[config.mk]
export PLATFORM = sky130hd
export DESIGN_NAME = multicycle_controller_flat
export DESIGN_NICKNAME = d
export VERILOG_FILES = /design/src/rtl/multicycle_controller_if.sv /design/src/rtl/multicycle_controller.sv /design/src/flat_wrapper.sv
export SDC_FILE = /design/constraint.sdc
export NUM_CORES = 1
export LEC_CHECK = 0
export CORE_UTILIZATION = 50
export CTS_BUF_LIST = sky130_fd_sc_hd__clkbuf_4 sky130_fd_sc_hd__clkbuf_8
export DETAILED_ROUTE_END_ITERATION = 7
export PLACE_DENSITY = 0.83
export SLEW_MARGIN = 20
export SYNTH_ARGS = -nofsm -noshare
export SYNTH_HDL_FRONTEND = slang
export SYNTH_SLANG_ARGS = --single-unit
[constraint.sdc]
create_clock -name clk -period 2.4 [get_ports clk]
set_clock_uncertainty 0.2 [all_clocks]
set_input_delay 0.48 -clock clk [delete_from_list [all_inputs] [get_ports clk]]
set_output_delay 0.48 -clock clk [all_outputs]
set_load 0.005 [all_outputs]
[src/rtl/multicycle_controller_if.sv]
// Control bundle between the multicycle controller and the shared datapath.
// The controller is the master: it consumes IR fields and status and drives
// every datapath enable and mux select.
interface multicycle_controller_if;
    logic [5:0] opcode;
    logic [5:0] funct;
    logic       aluZero;
    logic       memReady;
    logic       pcWrEn;
    logic [1:0] pcSrc;
    logic       irWrEn;
    logic       iorD;
    logic       memRdEn;
    logic       memWrEn;
    logic       regWrEn;
    logic [1:0] regDst;
    logic [1:0] writebackSrc;
    logic       aluSrcB;
    logic       extSel;
    logic [2:0] aluCommand;
    logic       instrDone;
    logic       halted;
    logic [1:0] fault;

    modport master (
        input  opcode, funct, aluZero, memReady,
        output pcWrEn, pcSrc, irWrEn, iorD, memRdEn, memWrEn, regWrEn, regDst,
               writebackSrc, aluSrcB, extSel, aluCommand, instrDone, halted, fault
    );

    modport slave (
        output opcode, funct, aluZero, memReady,
        input  pcWrEn, pcSrc, irWrEn, iorD, memRdEn, memWrEn, regWrEn, regDst,
               writebackSrc, aluSrcB, extSel, aluCommand, instrDone, halted, fault
    );
endinterface

[src/rtl/multicycle_controller.sv]
// Multicycle control FSM for the MIPS-subset datapath. One phase per clock;
// memory phases wait on memReady with a bounded wait counter that halts the
// core with a timeout fault.
module multicycle_controller #(
    parameter int unsigned TIMEOUT = 15
) (
    input  logic                    clk,
    input  logic                    reset,
    multicycle_controller_if.master bus
);
    localparam logic [3:0] StFetch   = 4'd0;
    localparam logic [3:0] StDecode  = 4'd1;
    localparam logic [3:0] StExecR   = 4'd2;
    localparam logic [3:0] StWbR     = 4'd3;
    localparam logic [3:0] StExecI   = 4'd4;
    localparam logic [3:0] StWbI     = 4'd5;
    localparam logic [3:0] StMemAddr = 4'd6;
    localparam logic [3:0] StMemRd   = 4'd7;
    localparam logic [3:0] StWbMem   = 4'd8;
    localparam logic [3:0] StMemWr   = 4'd9;
    localparam logic [3:0] StBranch  = 4'd10;
    localparam logic [3:0] StJump    = 4'd11;
    localparam logic [3:0] StJal     = 4'd12;
    localparam logic [3:0] StJr      = 4'd13;
    localparam logic [3:0] StHalt    = 4'd14;

    localparam logic [5:0] OpRType = 6'h00;
    localparam logic [5:0] OpJ     = 6'h02;
    localparam logic [5:0] OpJal   = 6'h03;
    localparam logic [5:0] OpBne   = 6'h05;
    localparam logic [5:0] OpXori  = 6'h0E;
    localparam logic [5:0] OpLw    = 6'h23;
    localparam logic [5:0] OpSw    = 6'h2B;

    localparam logic [5:0] FnJr  = 6'h08;
    localparam logic [5:0] FnAdd = 6'h20;
    localparam logic [5:0] FnSub = 6'h22;
    localparam logic [5:0] FnSlt = 6'h2A;

    localparam logic [2:0] AluAdd = 3'd0;
    localparam logic [2:0] AluSub = 3'd1;
    localparam logic [2:0] AluXor = 3'd2;
    localparam logic [2:0] AluSlt = 3'd3;

    localparam logic [1:0] FaultNone    = 2'd0;
    localparam logic [1:0] FaultIllegal = 2'd1;
    localparam logic [1:0] FaultTimeout = 2'd2;

    // The cycle in which waitQ equals this value is the TIMEOUT-th wait cycle.
    localparam logic [7:0] WaitLast = 8'(TIMEOUT - 1);

    logic [3:0] stateQ, stateD;
    logic [1:0] faultQ, faultD;
    logic [7:0] waitQ, waitD;
    logic       memState;
    logic       timedOut;
    logic [2:0] rCmd;

    // Memory-waiting states and the timeout condition shared by all of them.
    always_comb begin
        memState = (stateQ == StFetch) || (stateQ == StMemRd) || (stateQ == StMemWr);
        timedOut = memState && !bus.memReady && (waitQ == WaitLast);
    end

    // ALU command for R-type instructions, decoded from funct.
    always_comb begin
        case (bus.funct)
            FnSub:   rCmd = AluSub;
            FnSlt:   rCmd = AluSlt;
            default: rCmd = AluAdd;
        endcase
    end

    // Next-state, fault and wait-counter logic.
    always_comb begin
        stateD = stateQ;
        faultD = faultQ;
        waitD  = 8'd0;
        case (stateQ)
            StFetch:   if (bus.memReady) stateD = StDecode;
            StDecode: begin
                case (bus.opcode)
                    OpRType: begin
                        if (bus.funct == FnAdd || bus.funct == FnSub || bus.funct == FnSlt) begin
                            stateD = StExecR;
                        end else if (bus.funct == FnJr) begin
                            stateD = StJr;
                        end else begin
                            stateD = StHalt;
                            faultD = FaultIllegal;
                        end
                    end
                    OpLw, OpSw: stateD = StMemAddr;
                    OpXori:     stateD = StExecI;
                    OpBne:      stateD = StBranch;
                    OpJ:        stateD = StJump;
                    OpJal:      stateD = StJal;
                    default: begin
                        stateD = StHalt;
                        faultD = FaultIllegal;
                    end
                endcase
            end
            StExecR:   stateD = StWbR;
            StWbR:     stateD = StFetch;
            StExecI:   stateD = StWbI;
            StWbI:     stateD = StFetch;
            StMemAddr: stateD = (bus.opcode == OpLw) ? StMemRd : StMemWr;
            StMemRd:   if (bus.memReady) stateD = StWbMem;
            StWbMem:   stateD = StFetch;
            StMemWr:   if (bus.memReady) stateD = StFetch;
            StBranch:  stateD = StFetch;
            StJump:    stateD = StFetch;
            StJal:     stateD = StFetch;
            StJr:      stateD = StFetch;
            StHalt:    stateD = StHalt;
            default:   stateD = StFetch;
        endcase
        // Any cycle leaving a memory state or arriving fresh starts from zero.
        if (memState && !bus.memReady) begin
            if (timedOut) begin
                stateD = StHalt;
                faultD = FaultTimeout;
            end else begin
                waitD = waitQ + 8'd1;
            end
        end
    end

    // State, fault and wait-counter registers with synchronous reset.
    always_ff @(posedge clk) begin
        if (reset) begin
            stateQ <= StFetch;
            faultQ <= FaultNone;
            waitQ  <= 8'd0;
        end else begin
            stateQ <= stateD;
            faultQ <= faultD;
            waitQ  <= waitD;
        end
    end

    // Datapath controls: Moore per state, with the few memReady/aluZero Mealy terms.
    always_comb begin
        bus.pcWrEn       = 1'b0;
        bus.pcSrc        = 2'd0;
        bus.irWrEn       = 1'b0;
        bus.iorD         = 1'b0;
        bus.memRdEn      = 1'b0;
        bus.memWrEn      = 1'b0;
        bus.regWrEn      = 1'b0;
        bus.regDst       = 2'd0;
        bus.writebackSrc = 2'd0;
        bus.aluSrcB      = 1'b0;
        bus.extSel       = 1'b1;
        bus.aluCommand   = AluAdd;
        bus.instrDone    = 1'b0;
        bus.halted       = 1'b0;
        bus.fault        = faultQ;
        if (!reset) begin
            case (stateQ)
                StFetch: begin
                    bus.memRdEn = !timedOut;
                    if (bus.memReady) begin
                        bus.irWrEn = 1'b1;
                        bus.pcWrEn = 1'b1;
                    end
                end
                StDecode: ;
                StExecR: bus.aluCommand = rCmd;
                StWbR: begin
                    bus.aluCommand = rCmd;
                    bus.regWrEn    = 1'b1;
                    bus.instrDone  = 1'b1;
                end
                StExecI: begin
                    bus.aluSrcB    = 1'b1;
                    bus.extSel     = 1'b0;
                    bus.aluCommand = AluXor;
                end
                StWbI: begin
                    bus.aluSrcB    = 1'b1;
                    bus.extSel     = 1'b0;
                    bus.aluCommand = AluXor;
                    bus.regWrEn    = 1'b1;
                    bus.regDst     = 2'd1;
                    bus.instrDone  = 1'b1;
                end
                StMemAddr: bus.aluSrcB = 1'b1;
                StMemRd: begin
                    bus.aluSrcB = 1'b1;
                    bus.iorD    = 1'b1;
                    bus.memRdEn = !timedOut;
                end
                StWbMem: begin
                    bus.aluSrcB      = 1'b1;
                    bus.iorD         = 1'b1;
                    bus.regWrEn      = 1'b1;
                    bus.regDst       = 2'd1;
                    bus.writebackSrc = 2'd1;
                    bus.instrDone    = 1'b1;
                end
                StMemWr: begin
                    bus.aluSrcB   = 1'b1;
                    bus.iorD      = 1'b1;
                    bus.memWrEn   = !timedOut;
                    bus.instrDone = bus.memReady;
                end
                StBranch: begin
                    bus.aluCommand = AluSub;
                    bus.pcSrc      = 2'd3;
                    bus.pcWrEn     = !bus.aluZero;
                    bus.instrDone  = 1'b1;
                end
                StJump: begin
                    bus.pcSrc     = 2'd2;
                    bus.pcWrEn    = 1'b1;
                    bus.instrDone = 1'b1;
                end
                StJal: begin
                    bus.pcSrc        = 2'd2;
                    bus.pcWrEn       = 1'b1;
                    bus.regWrEn      = 1'b1;
                    bus.regDst       = 2'd2;
                    bus.writebackSrc = 2'd2;
                    bus.instrDone    = 1'b1;
                end
                StJr: begin
                    bus.pcSrc     = 2'd1;
                    bus.pcWrEn    = 1'b1;
                    bus.instrDone = 1'b1;
                end
                StHalt: bus.halted = 1'b1;
                default: ;
            endcase
        end
    end
endmodule

[src/flat_wrapper.sv]
// flat-port wrapper written by rule: the top's interface ports become plain ports
module multicycle_controller_flat 
#(
    parameter int unsigned TIMEOUT = 15
)
  (clk, reset, bus_opcode, bus_funct, bus_aluZero, bus_memReady, bus_pcWrEn, bus_pcSrc, bus_irWrEn, bus_iorD, bus_memRdEn, bus_memWrEn, bus_regWrEn, bus_regDst, bus_writebackSrc, bus_aluSrcB, bus_extSel, bus_aluCommand, bus_instrDone, bus_halted, bus_fault);
  multicycle_controller_if bus_i ();
  input  logic clk;
  input  logic reset;
  input wire logic [$bits(bus_i.opcode)-1:0] bus_opcode;
  input wire logic [$bits(bus_i.funct)-1:0] bus_funct;
  input wire logic [$bits(bus_i.aluZero)-1:0] bus_aluZero;
  input wire logic [$bits(bus_i.memReady)-1:0] bus_memReady;
  output wire logic [$bits(bus_i.pcWrEn)-1:0] bus_pcWrEn;
  output wire logic [$bits(bus_i.pcSrc)-1:0] bus_pcSrc;
  output wire logic [$bits(bus_i.irWrEn)-1:0] bus_irWrEn;
  output wire logic [$bits(bus_i.iorD)-1:0] bus_iorD;
  output wire logic [$bits(bus_i.memRdEn)-1:0] bus_memRdEn;
  output wire logic [$bits(bus_i.memWrEn)-1:0] bus_memWrEn;
  output wire logic [$bits(bus_i.regWrEn)-1:0] bus_regWrEn;
  output wire logic [$bits(bus_i.regDst)-1:0] bus_regDst;
  output wire logic [$bits(bus_i.writebackSrc)-1:0] bus_writebackSrc;
  output wire logic [$bits(bus_i.aluSrcB)-1:0] bus_aluSrcB;
  output wire logic [$bits(bus_i.extSel)-1:0] bus_extSel;
  output wire logic [$bits(bus_i.aluCommand)-1:0] bus_aluCommand;
  output wire logic [$bits(bus_i.instrDone)-1:0] bus_instrDone;
  output wire logic [$bits(bus_i.halted)-1:0] bus_halted;
  output wire logic [$bits(bus_i.fault)-1:0] bus_fault;
  assign bus_i.opcode = bus_opcode;
  assign bus_i.funct = bus_funct;
  assign bus_i.aluZero = bus_aluZero;
  assign bus_i.memReady = bus_memReady;
  assign bus_pcWrEn = bus_i.pcWrEn;
  assign bus_pcSrc = bus_i.pcSrc;
  assign bus_irWrEn = bus_i.irWrEn;
  assign bus_iorD = bus_i.iorD;
  assign bus_memRdEn = bus_i.memRdEn;
  assign bus_memWrEn = bus_i.memWrEn;
  assign bus_regWrEn = bus_i.regWrEn;
  assign bus_regDst = bus_i.regDst;
  assign bus_writebackSrc = bus_i.writebackSrc;
  assign bus_aluSrcB = bus_i.aluSrcB;
  assign bus_extSel = bus_i.extSel;
  assign bus_aluCommand = bus_i.aluCommand;
  assign bus_instrDone = bus_i.instrDone;
  assign bus_halted = bus_i.halted;
  assign bus_fault = bus_i.fault;
  multicycle_controller #(.TIMEOUT(TIMEOUT)) u_core (.clk(clk), .reset(reset), .bus(bus_i));
endmodule
* Word level (Yosys, flattened, before mapping)
Index checks and enable logic that the tools add are counted.
Word-level totals: flip-flop bits (word level) 14, input port bits 16, word-level logic and storage cells 100, output and inout bits 21
Operators by class: reductions and logical operators 24, add/subtract/negate cells 1, bitwise gates (word level) 1, mux-type cells 46, eq/ne operators 25
Operators with widths (number):
- 4-bit case mux with 8 select lines | 1
- 6-bit == test (second input constant) | 5
- 4-bit == test (second input constant) | 7
- 4-bit two-way mux | 7
- 4-bit case mux with 6 select lines | 1
- 1-bit two-way mux | 19
- 2-bit two-way mux | 9
- 4-bit by 3-bit == test with 1-bit output (second input constant) | 4
- 2-bit case mux with 2 select lines | 4
- 6-bit by 2-bit == test with 1-bit output (second input constant) | 2
- 6-bit by 4-bit == test with 1-bit output (second input constant) | 2
- 2-bit OR reduction | 6
- 6-bit OR reduction | 2
- 3-bit case mux with 3 select lines | 1
- 3-bit OR reduction | 3
- 8-bit by 1-bit adder with 8-bit output (second input constant) | 1
- 4-bit by 2-bit == test with 1-bit output (second input constant) | 2
- 8-bit by 4-bit == test with 1-bit output (second input constant) | 1
- 7-bit OR reduction | 1
- 6-bit by 3-bit == test with 1-bit output (second input constant) | 1
- 6-bit logical NOT | 1
- 2-bit case mux with 3 select lines | 1
- 4-bit by 1-bit == test with 1-bit output (second input constant) | 1
- 4-bit logical NOT | 1
- 8 further kinds | 14

* Logic depth before layout (Yosys ltp)
word-level depth 8, gate-level depth with buffers 7, mapped depth without buffers 7

* Worst setup path after synthesis
No wires, ideal clock.
kind reg-to-output, from register u_core.stateQ[0], to output port bus_instrDone, required time 1.720 ns, path slack 0.491 ns, cell stages (with the launch flop) 5, arrival time 1.229 ns, path buffers 2, cells stage by stage dfxtp_1 -> clkbuf_1 -> buf_2 -> o21ai_1 -> a211oi_1
On the way: word-level cells in the longest chain between the ends 4, elaborated cells on any way between the ends 11, those cells by class 8 x eq/ne; 2 x mux; 1 x reduce/logical
Ends and longest elaborated chain:
- start, declared | RTL line multicycle_controller.sv:52 | logic [3:0] stateQ, stateD;
- start signal, assigned | RTL line multicycle_controller.sv:133 | stateQ <= StFetch;
- start signal, assigned | RTL line multicycle_controller.sv:137 | stateQ <= stateD;
- 4-bit by 2-bit == test with 1-bit output, or another cell as far along | RTL line multicycle_controller.sv:161 | case (stateQ)
- 7-bit OR reduction (no line)
- 1-bit case mux with 2 select lines (*) | RTL line multicycle_controller.sv:161
- 1-bit two-way mux (*) | RTL line multicycle_controller.sv:160 | if (!reset) begin
- end, declared | RTL line flat_wrapper.sv:26 | output wire logic [$bits(bus_i.instrDone)-1:0] bus_instrDone;
Every way passes the cells marked *; elsewhere a longest branch is shown, timed or not.

* Worst setup path after layout
from register u_core.waitQ[0], to output port bus_memRdEn
On the way: word-level cells in the longest chain between the ends 5
Ends and longest elaborated chain:
- start, declared | RTL line multicycle_controller.sv:54 | logic [7:0] waitQ, waitD;
- start signal, assigned | RTL line multicycle_controller.sv:139 | waitQ <= waitD;
- 8-bit by 4-bit == test with 1-bit output | RTL line multicycle_controller.sv:62 | timedOut = memState && !bus.memReady && (waitQ == WaitLast);
- 1-bit logical AND | RTL line multicycle_controller.sv:62
- 1-bit logical NOT | RTL line multicycle_controller.sv:163, multicycle_controller.sv:193
- 1-bit two-way mux
- 1-bit two-way mux | RTL line multicycle_controller.sv:160
- end, declared | RTL line flat_wrapper.sv:18 | output wire logic [$bits(bus_i.memRdEn)-1:0] bus_memRdEn;
Every way passes these cells.

==> impl_metrics.env <==
export IMPL_place_ws_ps=-411
export IMPL_r2r_start="u_core.stateQ[2]$_SDFF_PP0_"
export IMPL_rsz0062_at_grt="true"
export IMPL_r2r_slack_ps=380
export IMPL_insertion_delay_ps=280
export IMPL_drv_cap=0
export IMPL_relSlewSlack_pct=66.4
export IMPL_hold_ws_ps=328
export IMPL_switchingPower_mw=0.778
export IMPL_cp_slowest_stage_delay_ps=330
export IMPL_cts_tree="built"
export IMPL_clock_sinks=14
export IMPL_period_share_pct=99.3
export IMPL_placed_cells=277
export IMPL_worstPathRequired_ps=1720
export IMPL_io_pins=37
export IMPL_p_sw_share_pct=45.0
export IMPL_hold_viol_final=0
export IMPL_powerDensity_nw_per_um2=793
export IMPL_drive_gt1_share_pct=35.6
export IMPL_vias=1785
export IMPL_finish_utilization_pct=88.1
export IMPL_synthFlopType="dfxtp_1"
export IMPL_arrival_ps=1700
export IMPL_rows=18
export IMPL_die_y_um=53.4
export IMPL_worst_slew_pin_slew_ps=500
export IMPL_path_buf_inv=2
export IMPL_synthesis_nets=205
export IMPL_dr_pass1_iters=4
export IMPL_path_class="flop to primary output"
export IMPL_timing_fmax_mhz=420
export IMPL_path_clk_slew_ps=80
export IMPL_critPathSlowestCell="dfxtp_2"
export IMPL_total_power_mw=1.73
export IMPL_slew_violations=0
export IMPL_p_int_mw=0.952
export IMPL_rr_worst_depth=7
export IMPL_whs_endpoint="u_core.waitQ[3]$_SDFF_PP0_"
export IMPL_die_w_um=53.4
export IMPL_synth_edff_count=0
export IMPL_area_delta_synth_final_pct=65.2
export IMPL_setup_violations=0
export IMPL_ys_ff_latch=14
export IMPL_clk_path_buf_depth=2
export IMPL_crit_family="simple AND/OR/NAND/NOR gates"
export IMPL_outcome="finished, final reports clean"
export IMPL_rr_endpoint="u_core.stateQ[3]$_SDFF_PP0_"
export IMPL_routabilityCongestion=0.871
export IMPL_async_reset_ff_share_pct=0
export IMPL_num_fill_cells=140
export IMPL_ir_worst_vdd_mv=0.791
export IMPL_fin_cells=297
export IMPL_routed_via_density=6.01
export IMPL_cts_buffers=3
export IMPL_route_detailed_drc=0
export IMPL_nNetsFinal=286
export IMPL_worstHoldPathType="flop to flop"
export IMPL_clockRootBuffer="clkbuf_4"
export IMPL_ys_seq_area_share_pct=21.2
export IMPL_yosysUniqueCellTypes=51
export IMPL_start_util_pct=53.3
export IMPL_yosysWarnings=0
export IMPL_synth_cells=187
export IMPL_syn_area_um2=1320
export IMPL_min_from="u_core.waitQ[3]$_SDFF_PP0_"
export IMPL_antenna_cells=0
export IMPL_pwr_share_comb_pct=70.1
export IMPL_end_kind="primary output"
export IMPL_hpwl_um=3280
export IMPL_cts_max_level=1
export IMPL_grt_max_degree=14
export IMPL_wirelength_um=4680
export IMPL_portBuffers=35
export IMPL_die_area_um2=2850
export IMPL_routedWlPerCell_um=15.8
export IMPL_drt_antenna_violating_nets=0
export IMPL_grt_first_pass_wirelength_um=7200
export IMPL_p_leak_nw=1.01
export IMPL_antenna_found_initial=0
export IMPL_crit_fanout=3
export IMPL_clock_power_share_pct=9.7
export IMPL_whs_path_depth=2
export IMPL_grt_pass1_vias=1683
export IMPL_holdBufCountCts=0
export IMPL_fin_crit_ps=2380
export IMPL_synth_area_per_cell_um2=7.07
export IMPL_fin_ws_ps=16.7
export IMPL_cp_start_kind="flop"
export IMPL_path_cells="inv_1 > ha_2 > nor3b_4 > nand3_2 > a211oi_4 > nor4_1 > clkbuf_2"
export IMPL_p_seq_share_pct=20.2
export IMPL_grt_total_usage_pct=34.4
export IMPL_core_um2=2480
export IMPL_drtIter0Drc=59
export IMPL_grt_overflow_total=0
through the flow:
step / setup TNS [ps] / area [µm²]
after detailed placement: -3880 / 1930
after floorplan: 0 / 1320
after global placement: -3240 / 1930
after global routing: -92.8 / 2180
after CTS: -113 / 2100
final: 0 / 2180
power by group through the flow:
stage	clock, mW	combinational, mW	sequential (mW)
2_1_floorplan	0	0.571	0.318
3_3_place_gp	0	0.988	0.323
3_5_place_dp	0	1.02	0.326
4_1_cts	0.171	1.13	0.337
5_1_grt	0.179	1.31	0.354
6_report	0.168	1.21	0.349
worst reg2reg max path, cell delays in order, from the launching register on:
cell       delay [ps]
dfxtp_4           360
buf_4             140
buf_4             150
and2_1            210
a31oi_1           290
o21bai_4           90
a2111oi_2         340
o31ai_1           120
final cells by class:
class | instances | area, µm² | area share (%)
clock buffers | 4 | 36.3 | 1.66
well taps | 30 | 37.5 | 1.72
flip-flops and latches | 14 | 294 | 13.5
multi-input cells | 153 | 1040 | 47.8
inverters | 9 | 38.8 | 1.78
repair buffers | 87 | 733 | 33.6
flip-flops by register name, summed over array words and instances, names as in the netlist:
| name | count |
|---|---|
| u_core.stateQ | 4 |
| u_core.waitQ | 8 |
| u_core.bus.fault | 2 |
how the worst max path moves through the flow:
stage / slack, ps / start / endpoint / cells after the start
after detailed placement: -410 / bus_funct[0] / bus_aluCommand[1] / 5
final: 20 / u_core.waitQ[0]$_SDFF_PP0_ / bus_memRdEn / 7
after floorplan: 490 / u_core.stateQ[0]$_SDFF_PP0_ / bus_instrDone / 4
after global placement: -350 / bus_funct[0] / bus_aluCommand[0] / 5
after CTS: -50 / u_core.stateQ[2]$_SDFF_PP0_ / bus_instrDone / 4
after global routing: -50 / u_core.waitQ[0]$_SDFF_PP0_ / bus_memRdEn / 7
Yosys cell counts, drive strengths merged, types with 5 or more instances:
cell type  number  area (µm²)
a211oi          5        47.5
o21ai          10        50.1
buf             8        42.5
a21oi          13        65.1
nor2           31         116
nand3          11        55.1
nor3           11        60.1
nand2          10        37.5
inv             9        33.8
dfxtp          14         280
per-layer routing:
| metal | share of wire (%) | global-route usage (%) | vias to the layer above |
|---|---|---|---|
| met1 | 40 | 36.1 | 823 |
| met5 | 0 | 0 | - |
| met4 | 4.1 | 18.0 | 0 |
| met2 | 50 | 64.4 | 92 |
| li1 | - | - | 848 |
| met3 | 5.9 | 5.17 | 22 |
timing repair:
item	in CTS	in global routing
pin swaps	3	4
setup endpoints to repair	18	12
cloned	0	0
gates resized for setup	44	22
buffers inserted	11	5
layout by cell type (no fill, tap or decap), types with 4 or more instances in the layout:
cell / netlist / final
buf_4: 2 / 49
nor2_1: 31 / 28
a21oi_1: 13 / 13
clkdlybuf4s50_1: 0 / 13
dlygate4sd2_1: 0 / 11
nor3_1: 10 / 9
nand3_1: 11 / 9
dfxtp_1: 14 / 9
nand2_1: 10 / 8
o21ai_1: 8 / 7
dlymetal6s2s_1: 0 / 6
inv_2: 5 / 4
nand2b_1: 4 / 4
xor2_1: 4 / 4
cells by family after synthesis:
family | count (synthesis) | synth area share, %
AOI/OAI and AO/OA | 46 | 24.1
other | 1 | 0.284
xor gates and xnor gates | 7 | 4.64
muxes | 1 | 0.758
adders and majority gates | 2 | 1.89
DFF | 14 | 21.2
buffers and inverters | 20 | 6.63
and+or+nand+nor | 96 | 40.4
Note: power is estimated with default switching activity, not from simulation.
